===== src/rtl/reg_ctrl_pkg.sv =====
// Shared definitions for the register-bank write arbiter: FSM state encoding,
// external command codes, grant codes, requester identity and default widths.
package reg_ctrl_pkg;

  localparam int DATA_W_DEF = 8;
  localparam int ADDR_W_DEF = 4;

  typedef enum logic [1:0] {
    ST_IDLE  = 2'b00,
    ST_WRITE = 2'b01,
    ST_DONE  = 2'b10
  } state_t;

  typedef enum logic [1:0] {
    EXT_NOP     = 2'b00,
    EXT_WR_INC  = 2'b01,
    EXT_WR_HOLD = 2'b10,
    EXT_CLR     = 2'b11
  } ext_cmd_t;

  localparam logic [1:0] GRANT_NONE = 2'b00;
  localparam logic [1:0] GRANT_EXT  = 2'b01;
  localparam logic [1:0] GRANT_SPI  = 2'b10;

  typedef enum logic {
    SRC_EXT = 1'b0,
    SRC_SPI = 1'b1
  } src_t;

  // Only the two write commands touch the bank; NOP and CLR only affect ptr.
  function automatic logic ext_cmd_writes(input logic [1:0] cmd);
    return (cmd == EXT_WR_INC) || (cmd == EXT_WR_HOLD);
  endfunction

endpackage


===== src/rtl/reg_wr_arbiter_if.sv =====
// Bundle of request inputs and bank/status outputs of the write arbiter.
//   ext_wr/ext_cmd/ext_data : manual requester (level WR, command, data)
//   spi_valid/spi_data/spi_ready : SPI word stream
//   rb_we/rb_addr/rb_wdata  : register-bank write port
//   ptr/grant/busy/ext_drop : status
// slave  = arbiter side, master = requester/bank side.
interface reg_wr_arbiter_if
  import reg_ctrl_pkg::*;
#(
  parameter int DATA_W = DATA_W_DEF,
  parameter int ADDR_W = ADDR_W_DEF
);
  logic              ext_wr;
  logic [1:0]        ext_cmd;
  logic [DATA_W-1:0] ext_data;
  logic              spi_valid;
  logic [DATA_W-1:0] spi_data;
  logic              spi_ready;
  logic              rb_we;
  logic [ADDR_W-1:0] rb_addr;
  logic [DATA_W-1:0] rb_wdata;
  logic [ADDR_W-1:0] ptr;
  logic [1:0]        grant;
  logic              busy;
  logic              ext_drop;

  modport slave (
    input  ext_wr, ext_cmd, ext_data, spi_valid, spi_data,
    output spi_ready, rb_we, rb_addr, rb_wdata, ptr, grant, busy, ext_drop
  );

  modport master (
    output ext_wr, ext_cmd, ext_data, spi_valid, spi_data,
    input  spi_ready, rb_we, rb_addr, rb_wdata, ptr, grant, busy, ext_drop
  );
endinterface


===== src/rtl/rise_detect.sv =====
// Registered rising-edge detector.
//   clk   : clock
//   rst_n : asynchronous active-low reset
//   d     : level input
//   rise  : high in the cycle where d is 1 and was 0 at the previous edge
module rise_detect (
  input  logic clk,
  input  logic rst_n,
  input  logic d,
  output logic rise
);
  logic d_q;

  always_ff @(posedge clk or negedge rst_n) begin
    if (!rst_n) d_q <= 1'b0;
    else        d_q <= d;
  end

  assign rise = d & ~d_q;
endmodule


===== src/rtl/reg_wr_arbiter.sv =====
// Sole owner of the register-bank write port. Captures requests from the
// manual WR strobe and the SPI stream, arbitrates round-robin when both are
// pending, and sequences each write IDLE -> WRITE -> DONE against ptr.
//   clk  : system clock, rising edge
//   rst  : asynchronous active-low reset (0 = reset)
//   bus  : reg_wr_arbiter_if.slave (requests in, bank write + status out)
module reg_wr_arbiter
  import reg_ctrl_pkg::*;
#(
  parameter int DATA_W = DATA_W_DEF,
  parameter int ADDR_W = ADDR_W_DEF
) (
  input  logic             clk,
  input  logic             rst,
  reg_wr_arbiter_if.slave  bus
);

  logic              ext_rise;
  state_t            state;
  src_t              served;
  src_t              last;
  logic              ext_pend;
  logic              spi_pend;
  logic [1:0]        ext_cmd_q;
  logic [DATA_W-1:0] ext_data_q;
  logic [DATA_W-1:0] spi_data_q;
  logic [ADDR_W-1:0] ptr_q;
  logic              ext_drop_q;

  rise_detect u_ext_rise (
    .clk   (clk),
    .rst_n (rst),
    .d     (bus.ext_wr),
    .rise  (ext_rise)
  );

  always_ff @(posedge clk or negedge rst) begin
    if (!rst) begin
      state      <= ST_IDLE;
      served     <= SRC_EXT;
      last       <= SRC_EXT;
      ext_pend   <= 1'b0;
      spi_pend   <= 1'b0;
      ext_cmd_q  <= EXT_NOP;
      ext_data_q <= '0;
      spi_data_q <= '0;
      ptr_q      <= '0;
      ext_drop_q <= 1'b0;
    end else begin
      // NOTE: non-blocking throughout, so capture and FSM both see pre-edge
      // pend values; the DONE-state clear below wins over nothing it races.
      // A new edge while the previous ext request is still pending (including
      // its DONE cycle) is lost and flagged; buffers stay untouched.
      if (ext_rise) begin
        if (ext_pend) begin
          ext_drop_q <= 1'b1;
        end else begin
          ext_pend   <= 1'b1;
          ext_cmd_q  <= bus.ext_cmd;
          ext_data_q <= bus.ext_data;
        end
      end

      if (bus.spi_valid && !spi_pend) begin
        spi_pend   <= 1'b1;
        spi_data_q <= bus.spi_data;
      end

      unique case (state)
        ST_IDLE: begin
          if (ext_pend || spi_pend) begin
            state <= ST_WRITE;
            if (ext_pend && spi_pend)
              served <= (last == SRC_EXT) ? SRC_SPI : SRC_EXT;
            else
              served <= spi_pend ? SRC_SPI : SRC_EXT;
          end
        end
        ST_WRITE: state <= ST_DONE;
        ST_DONE: begin
          state <= ST_IDLE;
          last  <= served;
          if (served == SRC_SPI) begin
            spi_pend <= 1'b0;
            ptr_q    <= ptr_q + ADDR_W'(1);
          end else begin
            ext_pend <= 1'b0;
            if (ext_cmd_q == EXT_WR_INC)   ptr_q <= ptr_q + ADDR_W'(1);
            else if (ext_cmd_q == EXT_CLR) ptr_q <= '0;
          end
        end
        default: state <= ST_IDLE;
      endcase
    end
  end

  // Outputs decode only registered state, so reset drops rb_we at once and
  // no input reaches an output combinationally.
  logic in_write;
  assign in_write = (state == ST_WRITE);

  assign bus.spi_ready = ~spi_pend;
  assign bus.rb_we     = in_write && ((served == SRC_SPI) || ext_cmd_writes(ext_cmd_q));
  assign bus.rb_addr   = in_write ? ptr_q : '0;
  assign bus.rb_wdata  = !in_write ? '0 : (served == SRC_SPI) ? spi_data_q : ext_data_q;
  assign bus.ptr       = ptr_q;
  assign bus.grant     = (state == ST_IDLE)  ? GRANT_NONE :
                         (served == SRC_SPI) ? GRANT_SPI : GRANT_EXT;
  assign bus.busy      = (state != ST_IDLE);
  assign bus.ext_drop  = ext_drop_q;

endmodule


===== src/flat_wrapper.sv =====
// flat-port wrapper written by rule: the top's interface ports become plain ports
module reg_wr_arbiter_flat import reg_ctrl_pkg::*;
#(
  parameter int DATA_W = DATA_W_DEF,
  parameter int ADDR_W = ADDR_W_DEF
)
  (clk, rst, bus_ext_wr, bus_ext_cmd, bus_ext_data, bus_spi_valid, bus_spi_data, bus_spi_ready, bus_rb_we, bus_rb_addr, bus_rb_wdata, bus_ptr, bus_grant, bus_busy, bus_ext_drop);
  reg_wr_arbiter_if #(.DATA_W(DATA_W), .ADDR_W(ADDR_W)) bus_i ();
  input  logic clk;
  input  logic rst;
  input wire logic [$bits(bus_i.ext_wr)-1:0] bus_ext_wr;
  input wire logic [$bits(bus_i.ext_cmd)-1:0] bus_ext_cmd;
  input wire logic [$bits(bus_i.ext_data)-1:0] bus_ext_data;
  input wire logic [$bits(bus_i.spi_valid)-1:0] bus_spi_valid;
  input wire logic [$bits(bus_i.spi_data)-1:0] bus_spi_data;
  output wire logic [$bits(bus_i.spi_ready)-1:0] bus_spi_ready;
  output wire logic [$bits(bus_i.rb_we)-1:0] bus_rb_we;
  output wire logic [$bits(bus_i.rb_addr)-1:0] bus_rb_addr;
  output wire logic [$bits(bus_i.rb_wdata)-1:0] bus_rb_wdata;
  output wire logic [$bits(bus_i.ptr)-1:0] bus_ptr;
  output wire logic [$bits(bus_i.grant)-1:0] bus_grant;
  output wire logic [$bits(bus_i.busy)-1:0] bus_busy;
  output wire logic [$bits(bus_i.ext_drop)-1:0] bus_ext_drop;
  assign bus_i.ext_wr = bus_ext_wr;
  assign bus_i.ext_cmd = bus_ext_cmd;
  assign bus_i.ext_data = bus_ext_data;
  assign bus_i.spi_valid = bus_spi_valid;
  assign bus_i.spi_data = bus_spi_data;
  assign bus_spi_ready = bus_i.spi_ready;
  assign bus_rb_we = bus_i.rb_we;
  assign bus_rb_addr = bus_i.rb_addr;
  assign bus_rb_wdata = bus_i.rb_wdata;
  assign bus_ptr = bus_i.ptr;
  assign bus_grant = bus_i.grant;
  assign bus_busy = bus_i.busy;
  assign bus_ext_drop = bus_i.ext_drop;
  reg_wr_arbiter #(.DATA_W(DATA_W), .ADDR_W(ADDR_W)) u_core (.clk(clk), .rst(rst), .bus(bus_i));
endmodule

===== config.mk =====
export PLATFORM = sky130hd
export DESIGN_NAME = reg_wr_arbiter_flat
export DESIGN_NICKNAME = d
export VERILOG_FILES = /design/src/rtl/reg_ctrl_pkg.sv /design/src/rtl/reg_wr_arbiter_if.sv /design/src/rtl/rise_detect.sv /design/src/rtl/reg_wr_arbiter.sv /design/src/flat_wrapper.sv
export SDC_FILE = /design/constraint.sdc
export NUM_CORES = 1
export LEC_CHECK = 0
export ABC_AREA = 1
export CAP_MARGIN = 0
export CORE_MARGIN = 2
export CORE_UTILIZATION = 46
export CTS_CLUSTER_SIZE = 10
export DETAILED_ROUTE_END_ITERATION = 16
export GPL_TIMING_DRIVEN = 0
export PLACE_DENSITY_LB_ADDON = 0.25
export SYNTH_ARGS = -nofsm -noshare
export SYNTH_HDL_FRONTEND = slang
export SYNTH_SLANG_ARGS = --single-unit

===== constraint.sdc =====
create_clock -name clk -period 1.32 [get_ports clk]
set_input_delay 0.132 -clock clk [delete_from_list [all_inputs] [get_ports clk]]
set_output_delay 0.132 -clock clk [all_outputs]
set_load 0.005 [all_outputs]

==> results.md, run 1 <==
* Result of the run: finished with violations
* Violated checks: setup timing
* Buf/Inv on CP at 2
* Top FF cell, synth: dfrtp_1
* Num CTS Buffers at 5
* HPWL Detailed at 2290 µm
* Syn nets at 187
* Remaining antenna violation count at 0
* FF-to-FF End: u_core.bus.ptr[2]
* Internal at 2.92 mW
* Total Die Area at 3610 µm²
* Hold crit path type: input port to flop
* Slowest cell on crit path: dfrtp_1
* Clock Skew at 12.6 ps
* Mean Syn Cell Area at 8.93 µm²
* Syn Inst Count at 162
* Area occupied by multi-input gates at 611 µm²
* Die H at 60.1 µm
* Met3 routed WL at 176 µm
* TritonCTS clock tree: yes
* Reg clk slew, reported paths at 100 ps
* Comb pwr share at 0.550
* Seq cells post-synth at 30
* Flop pwr share at 0.328
* Synth area leader: dfrtp_1
* Max Cap Viol at 0
* Largest net degree at the start of global routing at 31
* Detailed Route Iter0 Violations at 45
* Top sig layer: met4
* Synth-to-layout area growth at 51.1%
* Final Cell Area at 2190 µm²
* Worst Setup Start Kind: flop
* Ys async rst share at 1.00
* Worst hold path startpoint: bus_ext_wr
* Worst reg2reg setup slack at 10 ps
* Synthesized cell area at 1450 µm²
* RR Startpoint: u_core.state[1]
* Period utilisation layout at 1.14
* Hold depth at 1
* Routed length on met1 at 1510 µm
* Initial antenna violation count at 0
* PortBufs at 43
* Largest delay share family, worst path: flip-flops
* # setup viols final at 15
* Wire per inst at 13.2 µm
* Core area at 3030 µm²
* Initial core utilization at 0.478
* Metal2 WL at 1940 µm
* RSZ-0062 raised after global routing: yes
* Remaining Overflow, GRT at 0
* Synth unique cells at 21
* DIE WIDTH at 60.1 µm
* Clock Sinks at 30
* Min cycle time layout at 1500 ps
* CTS Buffer Depth at 2
* Sw Ratio at 0.396
* CP required at 1190 ps
* Top-Level Pins at 44
* Max VDD drop at 0.00121 V
* CP endpoint kind: output pin
* Psw at 1.92 mW
* Drt total wl at 3700 µm
* Worst-path maximum fanout at 2
* Clock latency on the worst-skew pair at 350 ps
* Slew margin rel. at 0.550
* Worst R2R Path Depth at 8
* Crit-path cells: inv_1 > ha_2 > a21oi_2 > buf_2
* Synth area leaders: dfrtp_1 (52%), nand2_1 (9.9%), mux2_1 (6.2%), inv_1 (5.2%), o21ai_1 (5.2%)
* Row count at 20
* Leak Pwr at 1.11 nW
* Worst path max stage delay at 400 ps
* Arr. time, crit path at 1370 ps
* Final nets at 260
* Sequential element share of the synthesized area at 0.519
* Worst Hold End: u_core.u_ext_rise.d_q
* EDFF count, synth at 0
* Most frequent cell after synthesis: nand2_1
* Final worst slack at -182 ps
* Clock root cell: clkbuf_4
* Final Wtd Congestion at 0.843
* Setup TNS at -2270 ps
* Top cell types by occurrence after synthesis: nand2_1 (38), dfrtp_1 (30), inv_1 (20)
* Slew Viols, Final at 0
* Dpl cell area at 1930 µm²
* PD cells at 2210 nW/µm²
* Vias per cell at 4.77
* Warnings from Yosys at 0
* DRC viols at 0
* Seq. cell area at 752 µm²
* Tot GR Track Use at 0.218
* H-tree depth at 2
* ANT cells at 0
* Slew at the pin with the worst max-slew slack at 676 ps
* First-pass GRT wire length at 5650 µm
* Top cell type's share of synthesized area at 0.519
* Final Hold Viols at 0
* Via count at 1336
* Vias in the first global route at 1294
* Fmax achieved at 0.666 GHz
* Router iterations before antenna repair at 4
* Layout cells sized above 1 at 0.360
* Clk network pwr share at 0.122
* Filler cells at 240
* Crit Path Class: flop to output pin
==> timing repair <==
action,4_1_cts,5_1_grt
hold buffers,0,1
hold endpoints to repair,0,30
resized for setup,83,15
buffers inserted,16,5
cloned,1,0
pin swaps,1,4
setup endpoints to repair,52,19
==> stage by stage <==
step           hold WS [ps]  power (mW)  setup WS [ps]  cells   util
2_1_floorplan          -164        2.74            207    162      -
3_3_place_gp            463        3.54           -355    249  0.638
3_5_place_dp            481        3.62           -409    249  0.638
4_1_cts                 245        4.58           -150    274  0.695
5_1_grt                 281        5.18           -257    280  0.722
6_report                275        4.84           -182    280  0.722
==> flip-flops by register name (all words and copies together), names as in the netlist <==
signal,cells
u_core.ext_pend,1
u_core.u_ext_rise.d_q,1
u_core.spi_data_q,8
u_core.state,2
u_core.served,1
u_core.ext_cmd_q,2
u_core.bus.ptr,4
u_core.bus.ext_drop,1
u_core.spi_pend,1
u_core.ext_data_q,8
u_core.last,1
==> kinds of logic after synthesis <==
kind of cell             synth area share
AO/OA/AOI/OAI                       0.114
multiplexers                       0.0623
adder cells (fa/ha/maj)            0.0260
flip-flops                          0.519
buffers and inverters              0.0960
XOR/XNOR                          0.00606
AND/OR/NAND/NOR                     0.176
==> power by group through the flow <==
stage	Combinational (mW)	Sequential, mW	Clock (mW)
final	2.66	1.59	0.593
after global routing	2.92	1.62	0.648
after CTS	2.42	1.56	0.592
after detailed placement	1.99	1.63	0
after global placement	1.94	1.61	0
after floorplan	1.18	1.57	0
==> layout make-up <==
| class | instances | share of cell area |
|---|---|---|
| plain buffers | 5 | 0.0200 |
| well taps | 44 | 0.0252 |
| inverters | 28 | 0.0515 |
| multi-input cells | 99 | 0.279 |
| clock buffers | 7 | 0.0252 |
| repair buffers | 66 | 0.252 |
| clock inverters | 1 | 0.00229 |
| flip-flops and latches | 30 | 0.344 |
==> how the worst max path moves through the flow <==
stage,startpoint,end,slack (ps),depth (start not counted)
after floorplan,u_core.ext_cmd_q[0],u_core.bus.ptr[3],210,8
after global placement,rst,u_core.spi_data_q[1],-350,1
after detailed placement,rst,u_core.spi_data_q[0],-410,1
after CTS,u_core.state[0],bus_rb_wdata[7],-150,6
after global routing,u_core.state[1],bus_rb_wdata[6],-260,5
final,u_core.ext_cmd_q[1],bus_rb_we,-180,4
==> routing by layer <==
metal | up-vias | global-route usage
met5 | - | 0
met4 | 0 | 0.0730
met3 | 6 | 0.0714
met2 | 29 | 0.366
met1 | 648 | 0.263
li1 | 653 | -
==> placed cells by master (no fill, tap or decap), drive strengths merged <==
cell type and count:
clkdlybuf4s50 20, clkbuf 8, o21bai 1, nand3 5
a21oi 11, nand2 41, dlygate4sd2 5, inv 28
mux2 8, dlymetal6s2s 1, xor2 1, clkinv 1
nor2 12, ha 3, dfrtp 30, nand4 1
dlygate4sd3 1, buf 43, o21ai 16
Note: power is estimated with default switching activity, not from simulation.
==> run 2: changes to the inputs <==
==> constraint.sdc (replaced) <==
create_clock -name clk -period 1.4 [get_ports clk]
set_input_delay 0.14 -clock clk [delete_from_list [all_inputs] [get_ports clk]]
set_output_delay 0.14 -clock clk [all_outputs]
set_load 0.005 [all_outputs]
==> results.md, run 2 (synthesis gave the netlist of run 1 again) <==
* Worst R2R Path Depth at 9 (was 8)
* Worst Hold End: u_core.u_ext_rise.d_q (unchanged)
* Die H at 60.1 µm (unchanged)
* Filler cells at 251 (was 240)
* Max Cap Viol at 0 (unchanged)
* TritonCTS clock tree: yes (unchanged)
* Leak Pwr at 1.09 nW (was 1.11 nW)
* Placed insts at 249 (unchanged)
* Max VDD drop at 0.000979 V (was 0.00121 V)
* Clock latency on the worst-skew pair at 350 ps (about the same)
* Most frequent cells in the layout: nand2_1 (37), dfrtp_1 (29), clkdlybuf4s50_1 (22), inv_1 (20), buf_2 (18) (was nand2_1 (36), dfrtp_1 (29), clkdlybuf4s50_1 (20), inv_1 (19))
* Largest net degree at the start of global routing at 31 (unchanged)
* CTS Buffer Depth at 2 (unchanged)
* First-pass GRT wire length at 5630 µm (was 5650 µm)
* Slew Viols, Final at 0 (unchanged)
* Remaining Overflow, GRT at 0 (unchanged)
* Top-Level Pins at 44 (unchanged)
* Clock Skew at 11.3 ps (was 12.6 ps)
* Vias per cell at 4.72 (was 4.77)
* Violated checks: setup timing (unchanged)
* DIE WIDTH at 60.1 µm (unchanged)
* Period utilisation layout at 1.09
* Dpl cell area at 1930 µm² (unchanged)
* Fmax achieved at 0.656 GHz
* Slowest cell on crit path: dfrtp_1 (unchanged)
* Crit Path Class: flop to output pin (unchanged)
* Final nets at 254 (was 260)
* Router iterations before antenna repair at 4 (unchanged)
* Worst hold path startpoint: bus_ext_wr (unchanged)
* Detailed Route Iter0 Violations at 35 (was 45)
* Initial core utilization at 0.478 (unchanged)
* Synth-to-layout area growth at 46.8% (was 51.1%)
* Final Hold Viols at 0 (unchanged)
* RR Startpoint: u_core.ext_cmd_q[0] (was u_core.state[1])
* PortBufs at 43 (unchanged)
* Total Die Area at 3610 µm² (unchanged)
* Layout cells sized above 1 at 0.309 (was 0.360)
* Worst path max stage delay at 390 ps (was 400 ps)
* HPWL Detailed at 2290 µm (unchanged)
* Setup TNS at -1410 ps (was -2270 ps)
* Min cycle time layout at 1520 ps
* Final Wtd Congestion at 0.843 (unchanged)
* Most common cell after layout, fill and taps aside: nand2_1 (unchanged)
* Hold crit path type: input port to flop (unchanged)
* Clock Sinks at 30 (unchanged)
* Worst hold slack at 283 ps (was 275 ps)
* Final Power at 4.38 mW (was 4.84 mW)
* Initial antenna violation count at 0 (unchanged)
* Clock root cell: clkbuf_4 (unchanged)
* RSZ-0062 raised after global routing: yes (unchanged)
* H-tree depth at 2 (unchanged)
* Slew at the pin with the worst max-slew slack at 646 ps (was 676 ps)
* Core Util, Final at 0.701 (was 0.722)
* Via count at 1292 (was 1336)
* Row count at 20 (unchanged)
* Vias in the first global route at 1271 (was 1294)
* FF-to-FF End: u_core.bus.ptr[3] (was u_core.bus.ptr[2])
* # setup viols final at 15 (unchanged)
* Result of the run: finished with violations (unchanged)
* Setup WS pre-CTS at -337 ps (was -409 ps)
* Worst-path maximum fanout at 4 (was 2)
* Arr. time, crit path at 1380 ps (was 1370 ps)
* ANT cells at 0 (unchanged)
* CP endpoint kind: output pin (unchanged)
* Crit-path cells: inv_2 > nor2_4 > inv_4 > buf_4 > a21oi_2 > buf_2 (was inv_1 > ha_2 > a21oi_2 > buf_2)
* Tot GR Track Use at 0.221 (was 0.218)
* Final worst slack at -125 ps (was -182 ps)
* PD cells at 2070 nW/µm² (was 2210 nW/µm²)
* Core area at 3030 µm² (unchanged)
* Reg clk slew, reported paths at 100 ps (about the same)
* CP required at 1260 ps (was 1190 ps)
* Worst reg2reg setup slack at 140 ps (was 10 ps)
* Hold depth at 1 (unchanged)
* DRC viols at 0 (unchanged)
* Remaining antenna violation count at 0 (unchanged)
* Drt total wl at 3480 µm (was 3700 µm)
* Fin cells at 274 (was 280)
* Slew margin rel. at 0.569 (was 0.550)
* Worst Setup Start Kind: flop (unchanged)
* Num CTS Buffers at 5 (unchanged)
* Final Cell Area at 2120 µm² (was 2190 µm²)
* Wire per inst at 12.7 µm (was 13.2 µm)
## run 2: cell types whose count changed in the layout (fill, tap and decap cells not counted), sizes merged
| cell | delta |
|---|---|
| buf | -6 |
| dlygate4sd2 | -4 |
| clkdlybuf4s50 | +2 |
| dlymetal6s2s | +2 |
| clkbuf | -1 |
| clkdlybuf4s15 | +1 |
## run 2: repair_timing
item	in CTS	in global routing
gates resized for setup	79	6
gates cloned	1	0
endpoints found under the setup margin	19	19
setup buffers	13	2
hold endpoints to repair	0	30
pin swaps	1	2
hold buffers	0	1
## run 2: cell type report
type / count / area [µm²] / area share
plain buffers: 5 / 43.8 / 0.0206
clock buffers: 7 / 55.1 / 0.0259
clock inverters: 1 / 5.00 / 0.00236
inverters: 28 / 113 / 0.0530
multi-input cells: 99 / 586 / 0.276
flip-flops and latches: 30 / 752 / 0.354
well taps: 44 / 55.1 / 0.0259
repair buffers: 60 / 514 / 0.242
## run 2: worst max-delay path, delay by kind of cell (launching register included)
| kind | cells | cell delay (ps) |
|---|---|---|
| buffers and inverters | 4 | 400 |
| flip-flops | 1 | 390 |
| AND/OR/NAND/NOR | 1 | 150 |
| AO/OA/AOI/OAI | 1 | 100 |
## run 2: layer usage
metal  wire length (µm)  GRT usage  part of all wire
met1               1420      0.263              0.41
met2               1800      0.362              0.52
met3                179     0.0844             0.051
met4                 75     0.0825             0.022
met5                  0          0                 0
## run 2: how the worst max path moves through the flow
stage	start	depth (start not counted)	slack, ps	to
after floorplan	u_core.ext_cmd_q[0]	8	290	u_core.bus.ptr[3]
after global placement	rst	1	-280	u_core.spi_data_q[1]
after detailed placement	rst	1	-340	u_core.spi_data_q[0]
after CTS	u_core.state[0]	6	-80	bus_rb_wdata[7]
after global routing	u_core.state[0]	6	-190	bus_rb_addr[0]
final	u_core.state[0]	6	-120	bus_rb_we
## run 2: power breakdown
| part | internal [mW] | total (mW) | switching, mW |
|---|---|---|---|
| sequential | 1.25 | 1.49 | 0.242 |
| combinational | 1.17 | 2.34 | 1.16 |
| clock | 0.243 | 0.557 | 0.315 |
| total | 2.67 | 4.38 | 1.72 |
